===== src/rtl/multi_alarm_handler_if.sv =====
// Bus bundle for multi_alarm_handler. It carries the time inputs, the slot
// configuration port, the snooze/dismiss controls and the alarm status outputs.
interface multi_alarm_handler_if #(
  parameter int unsigned NUM_ALARMS = 4,
  parameter int unsigned IDX_W      = 2
);
  logic                  tick;
  logic [7:0]            cur_hour;
  logic [7:0]            cur_min;
  logic [7:0]            cur_sec;
  logic                  cfg_we;
  logic [IDX_W-1:0]      cfg_idx;
  logic [7:0]            cfg_hour;
  logic [7:0]            cfg_min;
  logic [7:0]            cfg_sec;
  logic                  cfg_en;
  logic                  snooze;
  logic                  dismiss;
  logic                  alarm_sound;
  logic [IDX_W-1:0]      active_idx;
  logic [NUM_ALARMS-1:0] ringing;
  logic [NUM_ALARMS-1:0] snoozed;
  logic                  cfg_err;

  // Drives time, configuration and controls; observes alarm status.
  modport master (
    output tick, cur_hour, cur_min, cur_sec,
    output cfg_we, cfg_idx, cfg_hour, cfg_min, cfg_sec, cfg_en,
    output snooze, dismiss,
    input  alarm_sound, active_idx, ringing, snoozed, cfg_err
  );

  // The alarm engine itself.
  modport slave (
    input  tick, cur_hour, cur_min, cur_sec,
    input  cfg_we, cfg_idx, cfg_hour, cfg_min, cfg_sec, cfg_en,
    input  snooze, dismiss,
    output alarm_sound, active_idx, ringing, snoozed, cfg_err
  );
endinterface


===== src/rtl/multi_alarm_handler.sv =====
// N-slot alarm engine. Each slot has a programmable time and enable and a small
// IDLE/RINGING/SNOOZED state machine with timed auto-silence and snooze re-ring.
module multi_alarm_handler #(
  parameter int unsigned NUM_ALARMS  = 4,
  parameter int unsigned IDX_W       = 2,
  parameter int unsigned RING_SECS   = 60,
  parameter int unsigned SNOOZE_SECS = 300
) (
  input logic                  clk,
  input logic                  reset,
  multi_alarm_handler_if.slave bus
);

  localparam int unsigned MaxSecs = (RING_SECS > SNOOZE_SECS) ? RING_SECS : SNOOZE_SECS;
  localparam int unsigned CntW    = $clog2(MaxSecs + 1);
  localparam logic [CntW-1:0] RingLoad = CntW'(RING_SECS);
  localparam logic [CntW-1:0] SnzLoad  = CntW'(SNOOZE_SECS);
  localparam logic [CntW-1:0] CntOne   = CntW'(1);

  typedef enum logic [1:0] {StIdle, StRinging, StSnoozed} slot_state_e;

  // Slot configuration
  logic [7:0]            hour_q [NUM_ALARMS];
  logic [7:0]            min_q  [NUM_ALARMS];
  logic [7:0]            sec_q  [NUM_ALARMS];
  logic [NUM_ALARMS-1:0] en_q;

  // Slot state. One counter per slot serves as ring or snooze countdown,
  // since a slot is never in both states at once.
  slot_state_e           state_q [NUM_ALARMS];
  slot_state_e           state_d [NUM_ALARMS];
  logic [CntW-1:0]       cnt_q   [NUM_ALARMS];
  logic [CntW-1:0]       cnt_d   [NUM_ALARMS];
  logic [NUM_ALARMS-1:0] match_q;
  logic [NUM_ALARMS-1:0] match_d;
  logic                  cfg_err_q;

  logic                  cfg_ok;
  logic [NUM_ALARMS-1:0] cfg_hit;
  logic [NUM_ALARMS-1:0] cur_match;
  logic [NUM_ALARMS-1:0] ring_vec;
  logic [NUM_ALARMS-1:0] snz_vec;
  logic [IDX_W-1:0]      active_idx;
  logic                  found;

  // A write is accepted only for an existing slot and a legal 24-hour time.
  assign cfg_ok = bus.cfg_we && (32'(bus.cfg_idx) < NUM_ALARMS) &&
                  (bus.cfg_hour <= 8'd23) && (bus.cfg_min <= 8'd59) && (bus.cfg_sec <= 8'd59);

  // Per-slot decode of the config target, time compare and status vectors.
  always_comb begin
    cfg_hit   = '0;
    cur_match = '0;
    ring_vec  = '0;
    snz_vec   = '0;
    for (int unsigned i = 0; i < NUM_ALARMS; i++) begin
      cfg_hit[i]   = cfg_ok && (bus.cfg_idx == IDX_W'(i));
      cur_match[i] = (bus.cur_hour == hour_q[i]) && (bus.cur_min == min_q[i]) &&
                     (bus.cur_sec == sec_q[i]);
      ring_vec[i]  = (state_q[i] == StRinging);
      snz_vec[i]   = (state_q[i] == StSnoozed);
    end
  end

  // Lowest-index ringing slot, 0 when nothing rings.
  always_comb begin
    active_idx = '0;
    found      = 1'b0;
    for (int unsigned i = 0; i < NUM_ALARMS; i++) begin
      if (ring_vec[i] && !found) begin
        active_idx = IDX_W'(i);
        found      = 1'b1;
      end
    end
  end

  // Slot next-state: dismiss > snooze > config write > tick.
  always_comb begin
    for (int unsigned i = 0; i < NUM_ALARMS; i++) begin
      state_d[i] = state_q[i];
      cnt_d[i]   = cnt_q[i];
      match_d[i] = match_q[i];

      if (bus.dismiss) begin
        state_d[i] = StIdle;
        cnt_d[i]   = '0;
      end else if (bus.snooze && ring_vec[i] && (active_idx == IDX_W'(i))) begin
        state_d[i] = StSnoozed;
        cnt_d[i]   = SnzLoad;
      end else if (cfg_hit[i]) begin
        state_d[i] = StIdle;
        cnt_d[i]   = '0;
      end else if (bus.tick) begin
        case (state_q[i])
          StIdle: begin
            if (en_q[i] && cur_match[i] && !match_q[i]) begin
              state_d[i] = StRinging;
              cnt_d[i]   = RingLoad;
            end
          end
          StRinging: begin
            if (cnt_q[i] == CntOne) begin
              state_d[i] = StIdle;
              cnt_d[i]   = '0;
            end else begin
              cnt_d[i] = cnt_q[i] - CntOne;
            end
          end
          StSnoozed: begin
            if (cnt_q[i] == CntOne) begin
              state_d[i] = StRinging;
              cnt_d[i]   = RingLoad;
            end else begin
              cnt_d[i] = cnt_q[i] - CntOne;
            end
          end
          default: begin
            state_d[i] = StIdle;
            cnt_d[i]   = '0;
          end
        endcase
      end

      // Match history is sampled per second, so a held or repeated time only
      // fires once; a fresh write clears it so the new time fires on next tick.
      if (cfg_hit[i]) begin
        match_d[i] = 1'b0;
      end else if (bus.tick) begin
        match_d[i] = cur_match[i];
      end
    end
  end

  // Slot state, counters and match history.
  always_ff @(posedge clk) begin
    if (!reset) begin
      for (int unsigned i = 0; i < NUM_ALARMS; i++) begin
        state_q[i] <= StIdle;
        cnt_q[i]   <= '0;
      end
      match_q <= '0;
    end else begin
      for (int unsigned i = 0; i < NUM_ALARMS; i++) begin
        state_q[i] <= state_d[i];
        cnt_q[i]   <= cnt_d[i];
      end
      match_q <= match_d;
    end
  end

  // Slot configuration registers and the rejected-write pulse.
  always_ff @(posedge clk) begin
    if (!reset) begin
      for (int unsigned i = 0; i < NUM_ALARMS; i++) begin
        hour_q[i] <= '0;
        min_q[i]  <= '0;
        sec_q[i]  <= '0;
      end
      en_q      <= '0;
      cfg_err_q <= 1'b0;
    end else begin
      for (int unsigned i = 0; i < NUM_ALARMS; i++) begin
        if (cfg_hit[i]) begin
          hour_q[i] <= bus.cfg_hour;
          min_q[i]  <= bus.cfg_min;
          sec_q[i]  <= bus.cfg_sec;
          en_q[i]   <= bus.cfg_en;
        end
      end
      cfg_err_q <= bus.cfg_we && !cfg_ok;
    end
  end

  assign bus.ringing     = ring_vec;
  assign bus.snoozed     = snz_vec;
  assign bus.alarm_sound = |ring_vec;
  assign bus.active_idx  = active_idx;
  assign bus.cfg_err     = cfg_err_q;

endmodule


===== src/flat_wrapper.sv =====
// flat-port wrapper written by rule: the top's interface ports become plain ports
module multi_alarm_handler_flat 
#(
  parameter int unsigned NUM_ALARMS  = 4,
  parameter int unsigned IDX_W       = 2,
  parameter int unsigned RING_SECS   = 60,
  parameter int unsigned SNOOZE_SECS = 300
)
  (clk, reset, bus_tick, bus_cur_hour, bus_cur_min, bus_cur_sec, bus_cfg_we, bus_cfg_idx, bus_cfg_hour, bus_cfg_min, bus_cfg_sec, bus_cfg_en, bus_snooze, bus_dismiss, bus_alarm_sound, bus_active_idx, bus_ringing, bus_snoozed, bus_cfg_err);
  multi_alarm_handler_if #(.NUM_ALARMS(NUM_ALARMS), .IDX_W(IDX_W)) bus_i ();
  input logic clk;
  input logic reset;
  input wire logic [$bits(bus_i.tick)-1:0] bus_tick;
  input wire logic [$bits(bus_i.cur_hour)-1:0] bus_cur_hour;
  input wire logic [$bits(bus_i.cur_min)-1:0] bus_cur_min;
  input wire logic [$bits(bus_i.cur_sec)-1:0] bus_cur_sec;
  input wire logic [$bits(bus_i.cfg_we)-1:0] bus_cfg_we;
  input wire logic [$bits(bus_i.cfg_idx)-1:0] bus_cfg_idx;
  input wire logic [$bits(bus_i.cfg_hour)-1:0] bus_cfg_hour;
  input wire logic [$bits(bus_i.cfg_min)-1:0] bus_cfg_min;
  input wire logic [$bits(bus_i.cfg_sec)-1:0] bus_cfg_sec;
  input wire logic [$bits(bus_i.cfg_en)-1:0] bus_cfg_en;
  input wire logic [$bits(bus_i.snooze)-1:0] bus_snooze;
  input wire logic [$bits(bus_i.dismiss)-1:0] bus_dismiss;
  output wire logic [$bits(bus_i.alarm_sound)-1:0] bus_alarm_sound;
  output wire logic [$bits(bus_i.active_idx)-1:0] bus_active_idx;
  output wire logic [$bits(bus_i.ringing)-1:0] bus_ringing;
  output wire logic [$bits(bus_i.snoozed)-1:0] bus_snoozed;
  output wire logic [$bits(bus_i.cfg_err)-1:0] bus_cfg_err;
  assign bus_i.tick = bus_tick;
  assign bus_i.cur_hour = bus_cur_hour;
  assign bus_i.cur_min = bus_cur_min;
  assign bus_i.cur_sec = bus_cur_sec;
  assign bus_i.cfg_we = bus_cfg_we;
  assign bus_i.cfg_idx = bus_cfg_idx;
  assign bus_i.cfg_hour = bus_cfg_hour;
  assign bus_i.cfg_min = bus_cfg_min;
  assign bus_i.cfg_sec = bus_cfg_sec;
  assign bus_i.cfg_en = bus_cfg_en;
  assign bus_i.snooze = bus_snooze;
  assign bus_i.dismiss = bus_dismiss;
  assign bus_alarm_sound = bus_i.alarm_sound;
  assign bus_active_idx = bus_i.active_idx;
  assign bus_ringing = bus_i.ringing;
  assign bus_snoozed = bus_i.snoozed;
  assign bus_cfg_err = bus_i.cfg_err;
  multi_alarm_handler #(.NUM_ALARMS(NUM_ALARMS), .IDX_W(IDX_W), .RING_SECS(RING_SECS), .SNOOZE_SECS(SNOOZE_SECS)) u_core (.clk(clk), .reset(reset), .bus(bus_i));
endmodule

===== config.mk =====
export PLATFORM = sky130hd
export DESIGN_NAME = multi_alarm_handler_flat
export DESIGN_NICKNAME = d
export VERILOG_FILES = /design/src/rtl/multi_alarm_handler_if.sv /design/src/rtl/multi_alarm_handler.sv /design/src/flat_wrapper.sv
export SDC_FILE = /design/constraint.sdc
export NUM_CORES = 1
export LEC_CHECK = 0
export BUFFER_PORTS_ARGS = -buffer_cell sky130_fd_sc_hd__buf_2
export CORE_ASPECT_RATIO = 1.1
export CORE_MARGIN = 10
export CORE_UTILIZATION = 45
export CTS_BUF_LIST = sky130_fd_sc_hd__clkbuf_8
export DETAILED_ROUTE_END_ITERATION = 8
export SYNTH_ARGS = -nofsm -noshare
export SYNTH_HDL_FRONTEND = slang
export SYNTH_SLANG_ARGS = --single-unit

===== constraint.sdc =====
create_clock -name clk -period 2.69 [get_ports clk]
set_clock_uncertainty 0.1 [all_clocks]
set_input_delay 0.269 -clock clk [delete_from_list [all_inputs] [get_ports clk]]
set_output_delay 0.269 -clock clk [all_outputs]
set_load 0.1 [all_outputs]

After elaboration in Yosys (flattened, before gate mapping)
Memories as Yosys holds them, arrays and structs flattened.
Index checks and enable logic that the tools add are counted.
{"block": "word_totals", "mem_bits_rw": 140, "inputBits": 57, "n_memories": 5, "output_inout_bits": 12, "elab_cells": 230, "ff_bits": 9}
{"block": "classes", "n_mux": 104, "reduce_logical": 54, "order_cmp": 3, "add_sub_neg": 4, "n_bitwise": 21, "n_eq_ne": 30}
{"memory": "u_core.cnt_q", "words": 4, "word_bits": 9, "read_ports": 4, "rd_clocked_by_memory_dff": 0, "write_ports": 4, "line": "multi_alarm_handler.sv:32", "rtl": "logic [CntW-1:0] cnt_q [NUM_ALARMS];"}
{"memory": "u_core.hour_q", "words": 4, "word_bits": 8, "read_ports": 4, "rd_clocked_by_memory_dff": 0, "write_ports": 4, "line": "multi_alarm_handler.sv:23", "rtl": "logic [7:0] hour_q [NUM_ALARMS];"}
{"memory": "u_core.min_q", "words": 4, "word_bits": 8, "read_ports": 4, "rd_clocked_by_memory_dff": 0, "write_ports": 4, "line": "multi_alarm_handler.sv:24", "rtl": "logic [7:0] min_q [NUM_ALARMS];"}
{"memory": "u_core.sec_q", "words": 4, "word_bits": 8, "read_ports": 4, "rd_clocked_by_memory_dff": 0, "write_ports": 4, "line": "multi_alarm_handler.sv:25", "rtl": "logic [7:0] sec_q [NUM_ALARMS];"}
{"memory": "u_core.state_q", "words": 4, "word_bits": 2, "read_ports": 4, "rd_clocked_by_memory_dff": 0, "write_ports": 4, "line": "multi_alarm_handler.sv:30", "rtl": "slot_state_e state_q [NUM_ALARMS];"}
{"op": "9-bit 2-to-1 mux", "n": 32}
{"op": "9-bit case mux with 3 select lines", "n": 4}
{"op": "8-bit == test", "n": 12}
{"op": "8-bit 2-to-1 mux", "n": 12}
{"op": "2-bit 2-to-1 mux", "n": 34}
{"op": "9-bit by 1-bit == test with 1-bit output, second input constant", "n": 4}
{"op": "9-bit by 1-bit subtractor with 9-bit output, second input constant", "n": 4}
{"op": "1-bit logical AND", "n": 35}
{"op": "2-bit case mux with 3 select lines", "n": 4}
{"op": "1-bit bitwise OR", "n": 20}
{"op": "1-bit 2-to-1 mux", "n": 18}
{"op": "2-bit == test, second input constant", "n": 8}
{"op": "8-bit by 6-bit less-or-equal comparator with 1-bit output, second input constant", "n": 2}
{"op": "2-bit by 1-bit == test with 1-bit output, second input constant", "n": 6}
{"op": "2-bit logical NOT", "n": 6}
{"op": "8-bit by 5-bit less-or-equal comparator with 1-bit output, second input constant", "n": 1}
{"op": "1-bit logical NOT", "n": 8}
{"op": "2-bit OR reduction", "n": 4}
{"op": "4-bit OR reduction", "n": 1}
{"op": "1-bit NOT", "n": 1}

Logic depth before layout (Yosys ltp)
Gate-level depths: netlist of run 1.
An unclocked memory read counts as a cell.
{"block": "logic_depth", "ltp_word": 17, "mapped_depth": 8, "mapped_depth_nobuf": 8}

Worst setup path after synthesis of run 1
No wires, ideal clock.
{"block": "synth_timing", "kind": "reg-to-output", "from": "memory u_core.state_q[0][6] (netlist name)", "to": "output bus_active_idx[1]", "setup_slack_ps": -1259, "stages_incl_launch_ff": 5, "n_path_buf": 1, "required_time_ps": 2321, "arrival_ps": 3580, "cell_sequence": "dfxtp_1 nor2b_1 clkbuf_1 nor2_1 nor3_1"}
{"item": "start, declared", "line": "multi_alarm_handler.sv:30"}
{"item": "end, declared", "line": "flat_wrapper.sv:26", "rtl": "output wire logic [$bits(bus_i.active_idx)-1:0] bus_active_idx;"}

==> impl_metrics.env, run 1 <==
export IMPL_mostFrequentLayoutCells="edfxtp_1, xnor2_1, buf_2"
export IMPL_initial_core_util_pct=45.48
export IMPL_numCtsBuffers=17
export IMPL_synth_seq_area_share_pct=49.42
export IMPL_rsz0062_at_grt="false"
export IMPL_rr_endpoint="u_core.cnt_q[0][3]"
export IMPL_crit_path_max_fanout=12
export IMPL_cap_viol_max_count=0
export IMPL_ir_drop_mv=0.3082
export IMPL_path_class="flop to flop"
export IMPL_ys_seq_elements=149
export IMPL_fin_crit_ns=2.552
export IMPL_worstSetupStartpointType="flop"
export IMPL_crit_buf_inv=1
export IMPL_worstPathRequired_ns=2.95
export IMPL_die_area_um2=23470
export IMPL_wl_met1_mm=9.269
export IMPL_rows=51
export IMPL_leakage_nw=3.612
export IMPL_place_gp_congestion=0.8841
export IMPL_max_slew_margin_pct=37.19
export IMPL_hold_violations=0
export IMPL_r2r_slack_ns=0.14
export IMPL_overflow=0
export IMPL_layout_commonest_cell="edfxtp_1"
export IMPL_drcViolationCount=0
export IMPL_final_antenna_net_count=0
export IMPL_finalNetCount=985
export IMPL_slew_viol_final=0
export IMPL_dr_wl_met2_mm=10.99
export IMPL_grt_pass1_wl_mm=35.16
export IMPL_max_slew_worst_pin_slew_ns=0.9378
export IMPL_syn_area_um2=7980
export IMPL_asyncSetResetFlopFracSynth_pct=0
export IMPL_hp_class="primary input to flop"
export IMPL_finalSetupTns_ns=0
export IMPL_htreeDepth=4
export IMPL_cts_root_buf="clkbuf_8"
export IMPL_via_per_inst=5.472
export IMPL_clock_sinks=149
export IMPL_crit_start="u_core.sec_q[0][0]"
export IMPL_vias=6413
export IMPL_top_layer_used="met4"
export IMPL_power_density_nw_per_um2=502.1
export IMPL_totalWireLength_mm=21.85
export IMPL_firstDrtPassIters=5
export IMPL_synth_edf_count=96
export IMPL_path_clk_slew_ns=0.10
export IMPL_max_freq_mhz=391.9
export IMPL_clkLatencyLatePin_ns=0.46
export IMPL_end_kind="flop"
export IMPL_wl_met3_mm=1.190
export IMPL_arrival_ns=2.81
export IMPL_whs_path_depth=2
export IMPL_power_w=0.004705
export IMPL_post_route_period_util_pct=94.86
export IMPL_rr_worst_depth=7
export IMPL_synth_ff_type="edfxtp_1"
export IMPL_wl_per_cell_um=18.64
export IMPL_slowest_delay_ns=0.39
export IMPL_io_pins=69
export IMPL_dieHeight_um=159.7
export IMPL_r2r_start="u_core.sec_q[0][0]"
export IMPL_cts_tree="yes"
export IMPL_synthCells=798
export IMPL_grt_usage_pct=18.78
export IMPL_clock_path_buffers=2
export IMPL_dp_hpwl_mm=16.04
export IMPL_antenna_found_initial=1
export IMPL_syn2layout_area_growth_pct=17.43
export IMPL_avgSynthCellArea_um2=10.00
export IMPL_path_cells="xor2_1, a211o_1, nor4_1, buf_4, a31oi_1, and2_1, a221o_1"
export IMPL_setup_viol=0
export IMPL_cp_top_family="compound AO/OA/AOI/OAI gates"
export IMPL_cpMaxStageDelayCell="edfxtp_1"
export IMPL_grt_pass1_vias=6572
export IMPL_io_buffers=68
export IMPL_yosysWarnings=0
export IMPL_die_width_um=147.0
export IMPL_outcome="finished, final reports clean"
export IMPL_whs_endpoint="u_core.min_q[0][1]"
export IMPL_synth_distinct_cells=51
export IMPL_holdCritStartpoint="bus_cfg_min[1]"
export IMPL_core_um2=17550
export IMPL_grt_max_degree=40
export IMPL_drt_initial_drc_count=506
export IMPL_layout_drive_gt1_share_pct=17.26
-- worst max-delay path by stage --
| stage | to | depth (start not counted) |
|---|---|---|
| floorplan | u_core.cnt_q[0][15] | 5 |
| global placement | u_core.cnt_q[0][3] | 9 |
| detailed placement | u_core.cnt_q[0][3] | 9 |
| CTS | bus_alarm_sound | 5 |
| global route | u_core.cnt_q[0][3] | 7 |
| finish | u_core.cnt_q[0][3] | 7 |
-- kinds of logic after synthesis --
family / synth area share, %
AOI/OAI and AO/OA: 10.87
xor gates and xnor gates: 11.82
adders and majority gates: 1.254
buffers and inverters: 2.995
DFF: 49.42
muxes: 0.6272
other: 0.04699
and+or+nand+nor: 22.97
-- metal layers --
metal	global-route usage (%)	vias up
met5	0	-
met4	5.816	0
met3	4.042	28
met2	32.51	179
met1	22.79	3095
li1	-	3111
-- per-stage QoR --
step | hold WS [ns] | area (um2) | util (%) | cells | setup slack (ns)
floorplan | 0.2828 | 8109 | - | 825 | 0.03197
global placement | 0.3371 | 8940 | 50.94 | 1136 | 0.02844
detailed placement | 0.3506 | 8940 | 50.94 | 1136 | 0.02735
CTS | 0.003518 | 9363 | 53.35 | 1171 | 0.09656
global route | 0.02491 | 9369 | 53.39 | 1171 | 0.008527
finish | 0.01931 | 9371 | 53.40 | 1172 | 0.1382
-- power by group --
part           internal (W)  total, W  switching [W]
clock network      0.000774   0.00175       0.000975
registers           0.00252   0.00256      0.0000402
logic              0.000165  0.000398       0.000233
total               0.00346   0.00471        0.00125
-- flip-flops by register name, indices dropped and copies added, names as in the netlist --
register	count
u_core.state_q	8
u_core.min_q	32
u_core.bus.cfg_err	1
u_core.en_q	4
u_core.cnt_q	36
u_core.match_q	4
u_core.hour_q	32
u_core.sec_q	32
-- area by class of cell --
class / count / area [um2]
inverters: 17 / 63.81
fillers: 1611 / 8177
repair buffers: 113 / 735.7
flip-flops and latches: 149 / 3945
clock inverters: 15 / 156.4
well taps: 238 / 297.8
multi-input cells: 622 / 3936
diodes: 1 / 2.502
clock buffers: 17 / 234.0
-- cells in the mapped netlist, types with 4 or more instances --
cell type,count,area (um2)
o21a_1,4,30.03
xnor2_1,78,683.2
a31oi_1,17,106.4
nand4_1,26,162.7
nand2b_1,6,37.54
o41ai_1,4,35.03
ha_1,8,100.1
or3_1,11,68.82
buf_6,4,45.04
nor3_1,23,115.1
nand2_1,57,214.0
dfxtp_1,53,1061
nor4b_1,5,43.79
nand4b_1,5,43.79
xor2_1,26,227.7
and2_1,42,262.8
o211ai_1,8,60.06
a21o_1,4,30.03
a21oi_1,51,255.2
nor4_1,13,81.33
nand3_1,30,150.1
mux2i_1,5,50.05
nor2_1,53,198.9
nor2b_1,15,93.84
inv_1,17,63.81
and3_1,40,250.2
edfxtp_1,96,2883
o21ai_0,28,140.1
clkbuf_1,28,105.1
-- repair_timing --
item                                    CTS  global route
resized for setup                         1             2
buffers inserted                          0             0
endpoints found under the setup margin    1             3
pin swaps                                 0             0
hold endpoints to repair                  4             0
hold buffers                              3             0
gates cloned                              0             0
Note: power is estimated with default switching activity, not from simulation.
==> run 2: changes to the inputs <==
Settings changed: ABC_AREA set to 1.
==> impl_metrics.env, run 2 <==
export IMPL_synthCells=1137
export IMPL_totalWireLength_mm=23.18
export IMPL_synth_area_top_cells="edfxtp_1, nand2_1, dfxtp_1, nor2_1, inv_1"
export IMPL_rsz0062_at_grt="false"
export IMPL_grt_pass1_vias=7148
export IMPL_slowest_delay_ns=0.49
export IMPL_syn_area_um2=8562
export IMPL_whs_path_depth=3
export IMPL_r2r_slack_ns=0.57
export IMPL_layout_commonest_cell="nand2_1"
export IMPL_rr_worst_depth=10
export IMPL_setup_viol=0
export IMPL_mostFrequentLayoutCells="nand2_1, nor2_1, inv_1"
export IMPL_path_class="flop to output pin"
export IMPL_hp_class="primary input to flop"
export IMPL_via_per_inst=4.860
export IMPL_netlist_top_cell_by_area="edfxtp_1"
export IMPL_switchingPower_w=0.001223
export IMPL_cts_setup_buffers=0
export IMPL_dieHeight_um=164.7
export IMPL_cpMaxStageDelayCell="dfxtp_1"
export IMPL_regMostFlops="u_core.cnt_q"
export IMPL_worstPathRequired_ns=2.32
export IMPL_path_clk_slew_ns=0.08
export IMPL_end_kind="output pin"
export IMPL_final_cell_area_um2=9733
export IMPL_hold_violations=0
export IMPL_fin_crit_ns=2.367
export IMPL_rows=52
export IMPL_leakage_nw=4.501
export IMPL_finalSetupTns_ns=0
export IMPL_synth_common_cells="nand2_1, nor2_1, inv_1"
export IMPL_crit_path_max_fanout=7
export IMPL_final_antenna_net_count=0
export IMPL_holdCritStartpoint="bus_cfg_sec[3]"
export IMPL_yosysMostFrequentCell="nand2_1"
export IMPL_post_route_period_util_pct=87.99
export IMPL_cap_viol_max_count=0
export IMPL_finalNetCount=1308
export IMPL_cp_top_family="buffers and inverters"
export IMPL_ys_seq_elements=149
export IMPL_grt_max_degree=27
export IMPL_slew_viol_final=0
export IMPL_netlist_area_leader_share_pct=33.67
export IMPL_avgSynthCellArea_um2=7.530
export IMPL_io_buffers=68
export IMPL_synth_ff_type="edfxtp_1"
export IMPL_p_int_w=0.003761
export IMPL_largest_reg_flops=36
export IMPL_cts_resized_gates=0
export IMPL_grt_usage_pct=19.09
export IMPL_max_slew_worst_pin_slew_ns=0.8643
export IMPL_syn2layout_area_growth_pct=13.68
export IMPL_clockPowerShare_pct=39.7
export IMPL_clock_path_buffers=2
export IMPL_outcome="finished, final reports clean"
export IMPL_antenna_found_initial=2
export IMPL_numCtsBuffers=17
export IMPL_grt_pass1_wl_mm=36.65
export IMPL_crit_start="u_core.state_q[0][1]"
export IMPL_cts_tree="yes"
export IMPL_cts_root_buf="clkbuf_8"
export IMPL_clkLatencyLatePin_ns=0.47
export IMPL_initial_core_util_pct=46.17
export IMPL_whs_endpoint="u_core.sec_q[3][3]"
export IMPL_ir_drop_mv=0.3082
export IMPL_overflow=0
export IMPL_synth_seq_area_share_pct=46.06
export IMPL_clock_sinks=149
export IMPL_power_w=0.004984
export IMPL_pwr_share_seq_pct=51.5
export IMPL_firstDrtPassIters=5
export IMPL_vias=7290
export IMPL_max_freq_mhz=422.5
export IMPL_synth_distinct_cells=44
export IMPL_path_cells="nor2_4, inv_4, nand2_2, nor3_2, inv_1, nand2_1, buf_2"
export IMPL_pwr_share_comb_pct=8.8
export IMPL_htreeDepth=4
export IMPL_drcViolationCount=0
export IMPL_asyncSetResetFlopFracSynth_pct=0
export IMPL_io_pins=69
export IMPL_worstSetupStartpointType="flop"
export IMPL_r2r_start="u_core.sec_q[1][0]"
export IMPL_die_width_um=151.5
export IMPL_postCtsHoldBufs=1
export IMPL_power_density_nw_per_um2=512.1
export IMPL_layout_drive_gt1_share_pct=13.30
export IMPL_placed_area_um2=9271
export IMPL_max_slew_margin_pct=42.38
export IMPL_place_gp_congestion=0.8991
export IMPL_dp_hpwl_mm=17.58
export IMPL_drt_initial_drc_count=416
export IMPL_crit_buf_inv=3
export IMPL_yosysWarnings=0
export IMPL_rr_endpoint="u_core.cnt_q[0][9]"
export IMPL_wl_per_cell_um=15.45
export IMPL_swShare_pct=24.53
export IMPL_arrival_ns=2.00
export IMPL_die_area_um2=24950
export IMPL_core_um2=18540
export IMPL_synth_edf_count=96
-- run 2: changes by cell type in the layout (fill, tap and decap cells not counted), moves of 11 or more --
cell / before / now
a31oi_1: 17 / 0
or3_1: 11 / 0
inv_2: 0 / 17
nor4_1: 13 / 0
nor2_1: 52 / 177
and3_1: 40 / 0
and2_1: 42 / 0
xor2_1: 26 / 9
inv_1: 17 / 175
buf_4: 38 / 5
nor3_1: 21 / 3
nand3_1: 30 / 58
nand2_1: 57 / 305
xnor2_1: 78 / 36
-- run 2: worst min-delay path, cell delays in order --
cell and delay (ns):
buf_2 0.08, inv_2 0.05, nor2_1 0.09
-- run 2: kinds of logic (layout without fill, tap and decap cells) --
logic type               count (synthesis)  after routing  share of synthesized area, %
flip-flops                             149            149                         46.06
adder cells (fa/ha/maj)                  8              8                         1.169
AO/OA/AOI/OAI                          107            107                         6.839
buffers and inverters                  207            299                         9.601
AND/OR/NAND/NOR                        620            620                         31.68
other                                    1             29                       0.04380
XOR/XNOR                                45             45                         4.603
-- run 2: worst max path at each step --
stage / end / slack (ns) / depth (start not counted)
6_report: bus_active_idx[0] / 0.32 / 7
5_1_grt: bus_active_idx[0] / 0.19 / 7
4_1_cts: bus_active_idx[0] / 0.29 / 7
3_5_place_dp: u_core.sec_q[1][0] / 0.44 / 8
3_3_place_gp: u_core.hour_q[1][4] / 0.51 / 8
2_1_floorplan: bus_alarm_sound / -0.001 / 4
-- run 2: layout make-up --
type	instances	area (um2)
fillers	1851	8810
flip-flops and latches	149	3944
multi-input cells	808	3916
inverters	193	729.5
repair buffers	74	387.9
well taps	243	304.0
clock buffers	17	234.0
clock inverters	15	215.2
diodes	1	2.502
-- run 2: through the flow --
step	hold WS, ns	util (%)	setup WS, ns	cells
after floorplan	0.2948	-	-0.001285	1164
after global routing	0.03140	52.48	0.1923	1499
after global placement	0.3722	50.00	0.5149	1466
after CTS	0.02815	52.48	0.2926	1499
final	0.04213	52.49	0.3231	1500
after detailed placement	0.3731	50.00	0.4420	1466
-- run 2: metal layers --
layer | share of wire (%) | track usage [%] | wire length, um | vias up
li1 | - | - | - | 3793
met1 | 42 | 22.47 | 9812 | 3287
met2 | 50 | 33.74 | 11640 | 177
met3 | 5.5 | 4.462 | 1272 | 31
met4 | 1.9 | 5.594 | 440 | 2
met5 | 0.052 | 0 | 12 | -
-- run 2: power by group through the flow --
stage               combinational [W]  clock (W)  sequential, W
floorplan                    0.000261          0        0.00261
detailed placement           0.000436          0        0.00262
finish                       0.000437    0.00198        0.00257
CTS                          0.000439    0.00202        0.00257
global placement             0.000437          0        0.00262
global route                 0.000490    0.00209        0.00258
